==> src/rtl/trace_pkg.sv <==
// Shared types for the instruction trace buffer: FSM state, instruction
// class and the per-sample trace payload.
package trace_pkg;

    localparam int unsigned DATA_W  = 32;
    localparam int unsigned FLAGS_W = 4;
    localparam int unsigned CLASS_W = 3;
    localparam int unsigned STATE_W = 2;

    typedef enum logic [STATE_W-1:0] {
        ST_IDLE    = 2'd0,
        ST_ARMED   = 2'd1,
        ST_CAPTURE = 2'd2,
        ST_FROZEN  = 2'd3
    } trace_state_e;

    typedef enum logic [CLASS_W-1:0] {
        CLS_UNKNOWN = 3'd0,
        CLS_ADD     = 3'd1,
        CLS_SUB     = 3'd2,
        CLS_AND     = 3'd3,
        CLS_ORR     = 3'd4,
        CLS_LDR     = 3'd5,
        CLS_STR     = 3'd6,
        CLS_B       = 3'd7
    } instr_class_e;

    // Sample payload; the cycle stamp and class are prepended by the buffer
    // because the stamp width is a module parameter.
    typedef struct packed {
        logic [FLAGS_W-1:0] flags;
        logic               pcsrc;
        logic               regwrite;
        logic               memwrite;
        logic [DATA_W-1:0]  result;
        logic [DATA_W-1:0]  instr;
        logic [DATA_W-1:0]  pc;
    } trace_entry_t;

endpackage

==> src/rtl/instr_trace_buf_if.sv <==
// Capture/read bus of the instruction trace buffer.
// slave: the buffer itself; master: the CPU sampler, control and consumer side.
interface instr_trace_buf_if
    import trace_pkg::*;
#(
    parameter int unsigned DEPTH   = 16,
    parameter int unsigned CYCLE_W = 16
);
    localparam int unsigned ENTRY_W = 134 + CYCLE_W;
    localparam int unsigned CNT_W   = $clog2(DEPTH) + 1;

    logic                trace_valid;
    logic [DATA_W-1:0]   pc_in;
    logic [DATA_W-1:0]   instr_in;
    logic [DATA_W-1:0]   result_in;
    logic                memwrite_in;
    logic                regwrite_in;
    logic                pcsrc_in;
    logic [FLAGS_W-1:0]  flags_in;
    logic                arm;
    logic                stop;
    logic                clear;
    logic                trig_en;
    logic [DATA_W-1:0]   trig_pc;
    logic                mode_wrap;
    logic                rd_valid;
    logic                rd_ready;
    logic [ENTRY_W-1:0]  rd_entry;
    logic [CNT_W-1:0]    count;
    logic                overflow;
    logic [STATE_W-1:0]  state_out;

    modport master (
        output trace_valid, pc_in, instr_in, result_in,
        output memwrite_in, regwrite_in, pcsrc_in, flags_in,
        output arm, stop, clear, trig_en, trig_pc, mode_wrap, rd_ready,
        input  rd_valid, rd_entry, count, overflow, state_out
    );

    modport slave (
        input  trace_valid, pc_in, instr_in, result_in,
        input  memwrite_in, regwrite_in, pcsrc_in, flags_in,
        input  arm, stop, clear, trig_en, trig_pc, mode_wrap, rd_ready,
        output rd_valid, rd_entry, count, overflow, state_out
    );

endinterface

==> src/rtl/instr_classifier.sv <==
// Combinational instruction-class decoder for trace entries.
// Only compiled when TRACE_CLASSIFY_EN is defined.
`ifdef TRACE_CLASSIFY_EN
module instr_classifier
    import trace_pkg::*;
(
    input  logic [1:0]    i_op,      // instr[27:26]
    input  logic [3:0]    i_cmd,     // instr[24:21]
    input  logic          i_load,    // instr[20]
    output instr_class_e  o_class_c
);

    // Data-processing opcode, load/store direction or branch
    always_comb begin
        o_class_c = CLS_UNKNOWN;
        case (i_op)
            2'b00: begin
                case (i_cmd)
                    4'b0100: o_class_c = CLS_ADD;
                    4'b0010: o_class_c = CLS_SUB;
                    4'b0000: o_class_c = CLS_AND;
                    4'b1100: o_class_c = CLS_ORR;
                    default: o_class_c = CLS_UNKNOWN;
                endcase
            end
            2'b01:   o_class_c = i_load ? CLS_LDR : CLS_STR;
            2'b10:   o_class_c = CLS_B;
            default: o_class_c = CLS_UNKNOWN;
        endcase
    end

endmodule
`endif

==> src/rtl/instr_trace_buf.sv <==
// Instruction trace buffer: arms on a trigger, captures retired-instruction
// samples with a cycle stamp into a circular RAM and drains them through a
// valid/ready read port.
// Optional feature macro: TRACE_CLASSIFY_EN (fills the class field with a
// decoded instruction class; otherwise the class field is constant 0).
module instr_trace_buf
    import trace_pkg::*;
#(
    parameter int unsigned DEPTH   = 16,
    parameter int unsigned CYCLE_W = 16
) (
    input  logic             clk,
    input  logic             reset,
    instr_trace_buf_if.slave bus
);

    localparam int unsigned PTR_W     = $clog2(DEPTH);
    localparam int unsigned CNT_W     = $clog2(DEPTH) + 1;
    localparam int unsigned PAYLOAD_W = $bits(trace_entry_t);
    localparam int unsigned SLOT_W    = CLASS_W + CYCLE_W + PAYLOAD_W;
    localparam int unsigned ENTRY_W   = 134 + CYCLE_W;
    localparam int unsigned PAD_W     = ENTRY_W - SLOT_W;

    localparam logic [STATE_W-1:0] S_IDLE    = 2'(ST_IDLE);
    localparam logic [STATE_W-1:0] S_ARMED   = 2'(ST_ARMED);
    localparam logic [STATE_W-1:0] S_CAPTURE = 2'(ST_CAPTURE);
    localparam logic [STATE_W-1:0] S_FROZEN  = 2'(ST_FROZEN);

    logic [STATE_W-1:0] r_state;
    logic [PTR_W-1:0]   r_wr_ptr;
    logic [PTR_W-1:0]   r_rd_ptr;
    logic [CNT_W-1:0]   r_count;
    logic               r_overflow;
    logic               r_rd_valid;
    logic [CYCLE_W-1:0] r_cycle;
    logic [SLOT_W-1:0]  r_mem [DEPTH];

    logic [STATE_W-1:0] w_next_state;
    logic [PTR_W-1:0]   w_next_wr_ptr;
    logic [PTR_W-1:0]   w_next_rd_ptr;
    logic [CNT_W-1:0]   w_next_count;
    logic               w_next_overflow;
    logic               w_trig_hit;
    logic               w_full;
    logic               w_pop;
    logic               w_store_req;
    logic               w_store;
    logic               w_overwrite;
    instr_class_e       w_class;
    trace_entry_t       w_payload;
    logic [SLOT_W-1:0]  w_slot;

`ifdef TRACE_CLASSIFY_EN
    instr_classifier u_classifier (
        .i_op      (bus.instr_in[27:26]),
        .i_cmd     (bus.instr_in[24:21]),
        .i_load    (bus.instr_in[20]),
        .o_class_c (w_class)
    );
`else
    assign w_class = CLS_UNKNOWN;
`endif

    // Pack the current CPU sample into the stored slot image
    always_comb begin
        w_payload          = '0;
        w_payload.flags    = bus.flags_in;
        w_payload.pcsrc    = bus.pcsrc_in;
        w_payload.regwrite = bus.regwrite_in;
        w_payload.memwrite = bus.memwrite_in;
        w_payload.result   = bus.result_in;
        w_payload.instr    = bus.instr_in;
        w_payload.pc       = bus.pc_in;
    end

    assign w_slot     = {w_class, r_cycle, w_payload};
    assign w_trig_hit = bus.trace_valid && (!bus.trig_en || (bus.pc_in == bus.trig_pc));
    assign w_full     = (r_count == CNT_W'(DEPTH));
    assign w_pop      = r_rd_valid && bus.rd_ready;

    // Next state, store/pop decisions and pointer/occupancy updates
    always_comb begin
        w_next_state    = r_state;
        w_next_wr_ptr   = r_wr_ptr;
        w_next_rd_ptr   = r_rd_ptr;
        w_next_count    = r_count;
        w_next_overflow = r_overflow;
        w_store_req     = 1'b0;
        w_store         = 1'b0;
        w_overwrite     = 1'b0;

        if (bus.clear) begin
            w_next_state    = S_IDLE;
            w_next_wr_ptr   = '0;
            w_next_rd_ptr   = '0;
            w_next_count    = '0;
            w_next_overflow = 1'b0;
        end else begin
            // stop outranks arm even where it has no effect itself
            if (bus.stop) begin
                if ((r_state == S_ARMED) || (r_state == S_CAPTURE)) begin
                    w_next_state = S_FROZEN;
                end
            end else begin
                case (r_state)
                    S_IDLE, S_FROZEN: begin
                        if (bus.arm) begin
                            w_next_state = S_ARMED;
                        end
                    end
                    S_ARMED: begin
                        if (w_trig_hit) begin
                            w_store_req  = 1'b1;
                            w_next_state = S_CAPTURE;
                        end
                    end
                    S_CAPTURE: begin
                        w_store_req = bus.trace_valid;
                    end
                    default: begin
                        w_next_state = r_state;
                    end
                endcase
            end

            // A same-cycle pop frees a slot, so a full buffer still accepts
            if (w_store_req) begin
                if (!w_full || w_pop) begin
                    w_store = 1'b1;
                end else if (bus.mode_wrap) begin
                    w_store     = 1'b1;
                    w_overwrite = 1'b1;
                end else begin
                    w_next_state = S_FROZEN;
                end
            end

            if (w_store) begin
                w_next_wr_ptr = r_wr_ptr + PTR_W'(1);
            end
            if (w_pop || w_overwrite) begin
                w_next_rd_ptr = r_rd_ptr + PTR_W'(1);
            end
            if (w_overwrite) begin
                w_next_overflow = 1'b1;
            end
            if (w_store && !w_pop && !w_overwrite) begin
                w_next_count = r_count + CNT_W'(1);
            end else if (w_pop && !w_store) begin
                w_next_count = r_count - CNT_W'(1);
            end
        end
    end

    // State, pointers, occupancy, sticky overflow and free-running cycle stamp
    always_ff @(posedge clk) begin
        if (reset) begin
            r_state    <= S_IDLE;
            r_wr_ptr   <= '0;
            r_rd_ptr   <= '0;
            r_count    <= '0;
            r_overflow <= 1'b0;
            r_rd_valid <= 1'b0;
            r_cycle    <= '0;
        end else begin
            r_state    <= w_next_state;
            r_wr_ptr   <= w_next_wr_ptr;
            r_rd_ptr   <= w_next_rd_ptr;
            r_count    <= w_next_count;
            r_overflow <= w_next_overflow;
            r_rd_valid <= (w_next_count != '0);
            r_cycle    <= r_cycle + CYCLE_W'(1);
        end
    end

    // Trace RAM write port; contents are deliberately not reset
    always_ff @(posedge clk) begin
        if (!reset && w_store) begin
            r_mem[r_wr_ptr] <= w_slot;
        end
    end

    // Read side presents the oldest slot; upper reserved bits read as zero
    assign bus.rd_valid  = r_rd_valid;
    assign bus.rd_entry  = {{PAD_W{1'b0}}, r_mem[r_rd_ptr]};
    assign bus.count     = r_count;
    assign bus.overflow  = r_overflow;
    assign bus.state_out = r_state;

endmodule

==> src/flat_wrapper.sv <==
// flat-port wrapper written by rule: the top's interface ports become plain ports
module instr_trace_buf_flat import trace_pkg::*;
#(
    parameter int unsigned DEPTH   = 16,
    parameter int unsigned CYCLE_W = 16
)
  (clk, reset, bus_trace_valid, bus_pc_in, bus_instr_in, bus_result_in, bus_memwrite_in, bus_regwrite_in, bus_pcsrc_in, bus_flags_in, bus_arm, bus_stop, bus_clear, bus_trig_en, bus_trig_pc, bus_mode_wrap, bus_rd_ready, bus_rd_valid, bus_rd_entry, bus_count, bus_overflow, bus_state_out);
  instr_trace_buf_if #(.DEPTH(DEPTH), .CYCLE_W(CYCLE_W)) bus_i ();
  input  logic clk;
  input  logic reset;
  input wire logic [$bits(bus_i.trace_valid)-1:0] bus_trace_valid;
  input wire logic [$bits(bus_i.pc_in)-1:0] bus_pc_in;
  input wire logic [$bits(bus_i.instr_in)-1:0] bus_instr_in;
  input wire logic [$bits(bus_i.result_in)-1:0] bus_result_in;
  input wire logic [$bits(bus_i.memwrite_in)-1:0] bus_memwrite_in;
  input wire logic [$bits(bus_i.regwrite_in)-1:0] bus_regwrite_in;
  input wire logic [$bits(bus_i.pcsrc_in)-1:0] bus_pcsrc_in;
  input wire logic [$bits(bus_i.flags_in)-1:0] bus_flags_in;
  input wire logic [$bits(bus_i.arm)-1:0] bus_arm;
  input wire logic [$bits(bus_i.stop)-1:0] bus_stop;
  input wire logic [$bits(bus_i.clear)-1:0] bus_clear;
  input wire logic [$bits(bus_i.trig_en)-1:0] bus_trig_en;
  input wire logic [$bits(bus_i.trig_pc)-1:0] bus_trig_pc;
  input wire logic [$bits(bus_i.mode_wrap)-1:0] bus_mode_wrap;
  input wire logic [$bits(bus_i.rd_ready)-1:0] bus_rd_ready;
  output wire logic [$bits(bus_i.rd_valid)-1:0] bus_rd_valid;
  output wire logic [$bits(bus_i.rd_entry)-1:0] bus_rd_entry;
  output wire logic [$bits(bus_i.count)-1:0] bus_count;
  output wire logic [$bits(bus_i.overflow)-1:0] bus_overflow;
  output wire logic [$bits(bus_i.state_out)-1:0] bus_state_out;
  assign bus_i.trace_valid = bus_trace_valid;
  assign bus_i.pc_in = bus_pc_in;
  assign bus_i.instr_in = bus_instr_in;
  assign bus_i.result_in = bus_result_in;
  assign bus_i.memwrite_in = bus_memwrite_in;
  assign bus_i.regwrite_in = bus_regwrite_in;
  assign bus_i.pcsrc_in = bus_pcsrc_in;
  assign bus_i.flags_in = bus_flags_in;
  assign bus_i.arm = bus_arm;
  assign bus_i.stop = bus_stop;
  assign bus_i.clear = bus_clear;
  assign bus_i.trig_en = bus_trig_en;
  assign bus_i.trig_pc = bus_trig_pc;
  assign bus_i.mode_wrap = bus_mode_wrap;
  assign bus_i.rd_ready = bus_rd_ready;
  assign bus_rd_valid = bus_i.rd_valid;
  assign bus_rd_entry = bus_i.rd_entry;
  assign bus_count = bus_i.count;
  assign bus_overflow = bus_i.overflow;
  assign bus_state_out = bus_i.state_out;
  instr_trace_buf #(.DEPTH(DEPTH), .CYCLE_W(CYCLE_W)) u_core (.clk(clk), .reset(reset), .bus(bus_i));
endmodule
==> config.mk <==
export PLATFORM = sky130hd
export DESIGN_NAME = instr_trace_buf_flat
export DESIGN_NICKNAME = d
export VERILOG_FILES = /design/src/rtl/trace_pkg.sv /design/src/rtl/instr_trace_buf_if.sv /design/src/rtl/instr_classifier.sv /design/src/rtl/instr_trace_buf.sv /design/src/flat_wrapper.sv
export SDC_FILE = /design/constraint.sdc
export NUM_CORES = 1
export LEC_CHECK = 0
export BUFFER_PORTS_ARGS = -buffer_cell sky130_fd_sc_hd__buf_2
export CORE_ASPECT_RATIO = 0.9
export CORE_MARGIN = 2
export CORE_UTILIZATION = 43
export DETAILED_ROUTE_END_ITERATION = 10
export PLACE_DENSITY = 0.7
export SLEW_MARGIN = 25
export SYNTH_ARGS = -nofsm -noshare
export SYNTH_HDL_FRONTEND = slang
export SYNTH_SLANG_ARGS = --single-unit
==> constraint.sdc <==
create_clock -name clk -period 8 [get_ports clk]
set_input_delay 0.4 -clock clk [delete_from_list [all_inputs] [get_ports clk]]
set_output_delay 0.4 -clock clk [all_outputs]
set_load 0.03 [all_outputs]
==> summary.json <==
{
  "outcome": {
    "status": "finished, final reports clean"
  },
  "worst_setup_path": {
    "cell_depth_of_the_worst_flop_to_flop_path": 8,
    "cp_max_fo": 80,
    "critPathTopFamily": "simple AND/OR/NAND/NOR gates",
    "arrival_ps": 5170,
    "critical_path.most_common_cell": "sky130_fd_sc_hd__nor2_2",
    "crit-reg2reg-launch": "u_core.bus.state_out[0]",
    "cp.required_ps": 8400,
    "crit_path_top_delay_cell": "sky130_fd_sc_hd__and3_4",
    "criticalPathCategory": "primary input to register",
    "critical_path.reg2reg.endpoint": "u_core.r_mem[8][77]",
    "crit_path_cell_trace": "dlygate4sd3_1, buf_2, xor2_1, nor4_1, nand4_1, nor2_2, o21ai_2, nor2_2, and3_4, buf_12",
    "r2r_slack_ps": 4020,
    "timing.critical_path.depth": 10,
    "crit_buf_inv": 3,
    "worstSetupEndpointType": "register",
    "crit_path_start_kind": "primary input",
    "cp_slowest_stage_delay_ps": 940
  },
  "flow_run": {
    "max-cap-violations": 0
  },
  "synthesis": {
    "synth_edf_count": 1904,
    "syn-mean-instance-area_um2": 25.2,
    "synthDistinctLibCells": 43,
    "synth_area_um2": 73600,
    "synth-seq-cells": 1941,
    "yosys.area.top_type": "sky130_fd_sc_hd__edfxtp_1",
    "synth.top_cell.area_share_pct": 77.7,
    "synthesis.instances": 2922,
    "synth.area.top_cells": "sky130_fd_sc_hd__edfxtp_1 (78%), sky130_fd_sc_hd__mux4_2 (18%), sky130_fd_sc_hd__dfxtp_1 (1.0%)",
    "ys_seq_area_share_pct": 78.7,
    "synth.yosys.warnings": 0,
    "synthFlopType": "sky130_fd_sc_hd__edfxtp_1",
    "synthArstFlopShare_pct": 0
  },
  "route": {
    "drtAntennaViolNets": 0,
    "dr.first_iter.drc_count": 3614,
    "drt-wirelength-per-cell_um": 28.1,
    "drtPass1Iterations": 7,
    "via_per_inst": 5.69,
    "drt-total-wl_um": 163000,
    "drc_errors": 0,
    "vias": 33000
  },
  "grt": {
    "maximum_number_of_pins_on_one_net_before_global_route_repair": 136,
    "wire_length_of_the_first_global_routing_pass_um": 238000,
    "first_global_vias": 34100,
    "antenna_found_initial": 5,
    "grt.overflow.total": 0,
    "grt.total_usage_pct": 18.7
  },
  "power_and_ir_drop": {
    "powerDensity_nw_per_um2": 235,
    "power_leakage_uw": 0.0258,
    "vdd_drop_max_mv": 0.193
  },
  "worst_hold_path": {
    "hold_depth": 4,
    "hold_path_startpoint": "bus_arm",
    "hold_path.class": "primary input to register",
    "hold-path-endpoint": "u_core.bus.state_out[0]"
  },
  "floorplanning": {
    "chipHeight_um": 396,
    "num_rows": 144,
    "die_w_um": 440,
    "fp.coreArea_um2": 171000,
    "floorplan.io_pins": 303,
    "floorplan.die_area_um2": 174000,
    "initial_utilization_pct": 43.1
  },
  "cts": {
    "worst_setup_hold_path_clk_slew_ps": 60,
    "post-cts-setup-buffers": 0,
    "root_buffer": "sky130_fd_sc_hd__clkbuf_16",
    "numCtsBuffers": 184,
    "tritoncts": "done",
    "cts_max_path_buffers": 3,
    "clock_latency_ps": 810,
    "htree_num_levels": 4,
    "clock_sinks": 1941
  },
  "timing": {
    "rsz_0062_raised_after_global_routing": "no",
    "finalWorstSetupSlack_ps": 3230,
    "report.final.setup_viol": 0,
    "report.final.slew_viol_count": 0,
    "tcrit_tclk_final_pct": 59.7,
    "tns_ps": 0,
    "final.min_clock_period_ps": 4770,
    "max_slew_margin_pct": 20.7,
    "tightestPinTransition_ps": 1190,
    "fmax_mhz": 209,
    "final_hold_viol_count": 0,
    "clock-skew-final_ps": 55.8
  },
  "placed_design": {
    "pre_cts_slack_ps": 2920,
    "cell_total_after_placement": 5365,
    "place.gp.congestion": 0.762,
    "placed_cell_area_um2": 77800,
    "hpwl_um": 86400,
    "portBuffers": 271
  },
  "layout": {
    "flow.area_growth_from_synthesis_pct": 15.1,
    "nets": 3549,
    "num-fill-cells": 13200,
    "drive_gt1_share_pct": 34.1,
    "finish.cell_count_without_fillers": 5803,
    "post-route-cell-area_um2": 84700
  }
}
synth_stat cells, drive strengths merged, types with 11 or more instances:
master  count
nand3      13
buf       100
nor2       35
xor2       42
and3       24
edfxtp   1904
nand2      13
xnor2      12
dfxtp      37
ha         11
clkbuf     69
mux4      595
how the worst max path moves through the flow:
stage	slack, ps	end	startpoint
2_1_floorplan	3000	u_core.r_mem[4][0]	u_core.bus.state_out[0]
3_3_place_gp	3010	u_core.r_mem[8][81]	bus_pc_in[5]
3_5_place_dp	2920	u_core.r_mem[12][94]	bus_pc_in[5]
4_1_cts	3200	bus_rd_entry[36]	register
5_1_grt	2810	u_core.r_mem[8][75]	bus_pc_in[5]
6_report	3230	u_core.r_mem[8][77]	bus_pc_in[5]
through the flow:
step	utilization [%]	total power, uW	hold WS [ps]
3_5_place_dp	45.6	11600	465
5_1_grt	49.7	20500	37.3
2_1_floorplan	-	11400	485
4_1_cts	49.7	20100	2.90
6_report	49.7	19900	68.6
3_3_place_gp	45.6	11600	451
registers in the layout (all words and copies together), names as in the netlist, named ones only:
register              cells
u_core.bus.rd_valid       1
u_core.bus.count          5
u_core.r_wr_ptr           4
u_core.r_cycle           16
u_core.r_mem           1904
u_core.bus.overflow       1
u_core.r_rd_ptr           4
u_core.bus.state_out      2
kinds of logic (layout without fill, tap and decap cells):
group | after synthesis | in the layout | synth area share, %
other | 1 | 32 | 0.00510
DFF | 1941 | 1941 | 78.7
xor gates and xnor gates | 54 | 54 | 0.643
adders and majority gates | 11 | 11 | 0.187
AOI/OAI and AO/OA | 28 | 28 | 0.265
buffers and inverters | 178 | 765 | 1.17
muxes | 597 | 597 | 18.2
and+or+nand+nor | 112 | 112 | 0.784
worst min-delay path, cell delays in order:
cell,delay [ps]
sky130_fd_sc_hd__buf_2,110
sky130_fd_sc_hd__a21oi_1,140
sky130_fd_sc_hd__a311o_1,120
sky130_fd_sc_hd__a21oi_1,60
repair_timing:
action	in CTS	in global routing
gates resized for setup	0	0
endpoints found under the hold margin	1590	0
hold buffers	106	0
cell usage in the layout, fill, tap and decap left out, types with 3 or more instances in the layout:
cell and instances:
sky130_fd_sc_hd__and3_4 16, sky130_fd_sc_hd__ha_1 11, sky130_fd_sc_hd__dfxtp_1 33, sky130_fd_sc_hd__inv_6 5, sky130_fd_sc_hd__xnor2_1 12, sky130_fd_sc_hd__nand2_1 12, sky130_fd_sc_hd__and3_1 8, sky130_fd_sc_hd__or3_1 4
sky130_fd_sc_hd__buf_12 21, sky130_fd_sc_hd__a21oi_1 9, sky130_fd_sc_hd__nand4_1 5, sky130_fd_sc_hd__clkbuf_1 32, sky130_fd_sc_hd__clkinvlp_4 10, sky130_fd_sc_hd__clkinv_2 33, sky130_fd_sc_hd__buf_2 271, sky130_fd_sc_hd__bufinv_16 15
sky130_fd_sc_hd__buf_4 27, sky130_fd_sc_hd__inv_1 9, sky130_fd_sc_hd__mux4_2 595, sky130_fd_sc_hd__clkbuf_16 187, sky130_fd_sc_hd__edfxtp_1 1904, sky130_fd_sc_hd__nand3_1 13, sky130_fd_sc_hd__xor2_1 42, sky130_fd_sc_hd__nor3_1 3
sky130_fd_sc_hd__nor2_1 33, sky130_fd_sc_hd__clkinv_1 37, sky130_fd_sc_hd__o21ai_0 3, sky130_fd_sc_hd__dlygate4sd3_1 106, sky130_fd_sc_hd__conb_1 31, sky130_fd_sc_hd__dfxtp_4 4, sky130_fd_sc_hd__inv_16 4, sky130_fd_sc_hd__o21ai_1 3
sky130_fd_sc_hd__nor4_1 8, sky130_fd_sc_hd__clkbuf_8 3
per-layer routing:
| layer | global-route usage (%) | vias to the layer above | part of all wire, % |
|---|---|---|---|
| met3 | 3.53 | 208 | 6.8 |
| met4 | 4.34 | 0 | 1.9 |
| met2 | 30.3 | 1308 | 50 |
| met5 | 0 | - | 0 |
| met1 | 26.6 | 18000 | 41 |
| li1 | - | 13600 | - |
layout make-up:
cell class | count | area, um2 | share of cell area [%]
flip-flops and latches | 1941 | 57900 | 68.4
multi-input cells | 833 | 15000 | 17.7
clock buffers | 222 | 4840 | 5.71
repair buffers | 425 | 3040 | 3.59
well taps | 2263 | 2830 | 3.34
clock inverters | 109 | 1050 | 1.24
inverters | 9 | 33.8 | 0.0399
diodes | 1 | 2.50 | 0.00295
power by group:
part	switching, uW	internal (uW)	total [uW]
Combinational	189	74.9	264
Sequential	7.76	11100	11100
Clock	3710	4810	8520
Total	3900	16000	19900
Note: power is estimated with default switching activity, not from simulation.
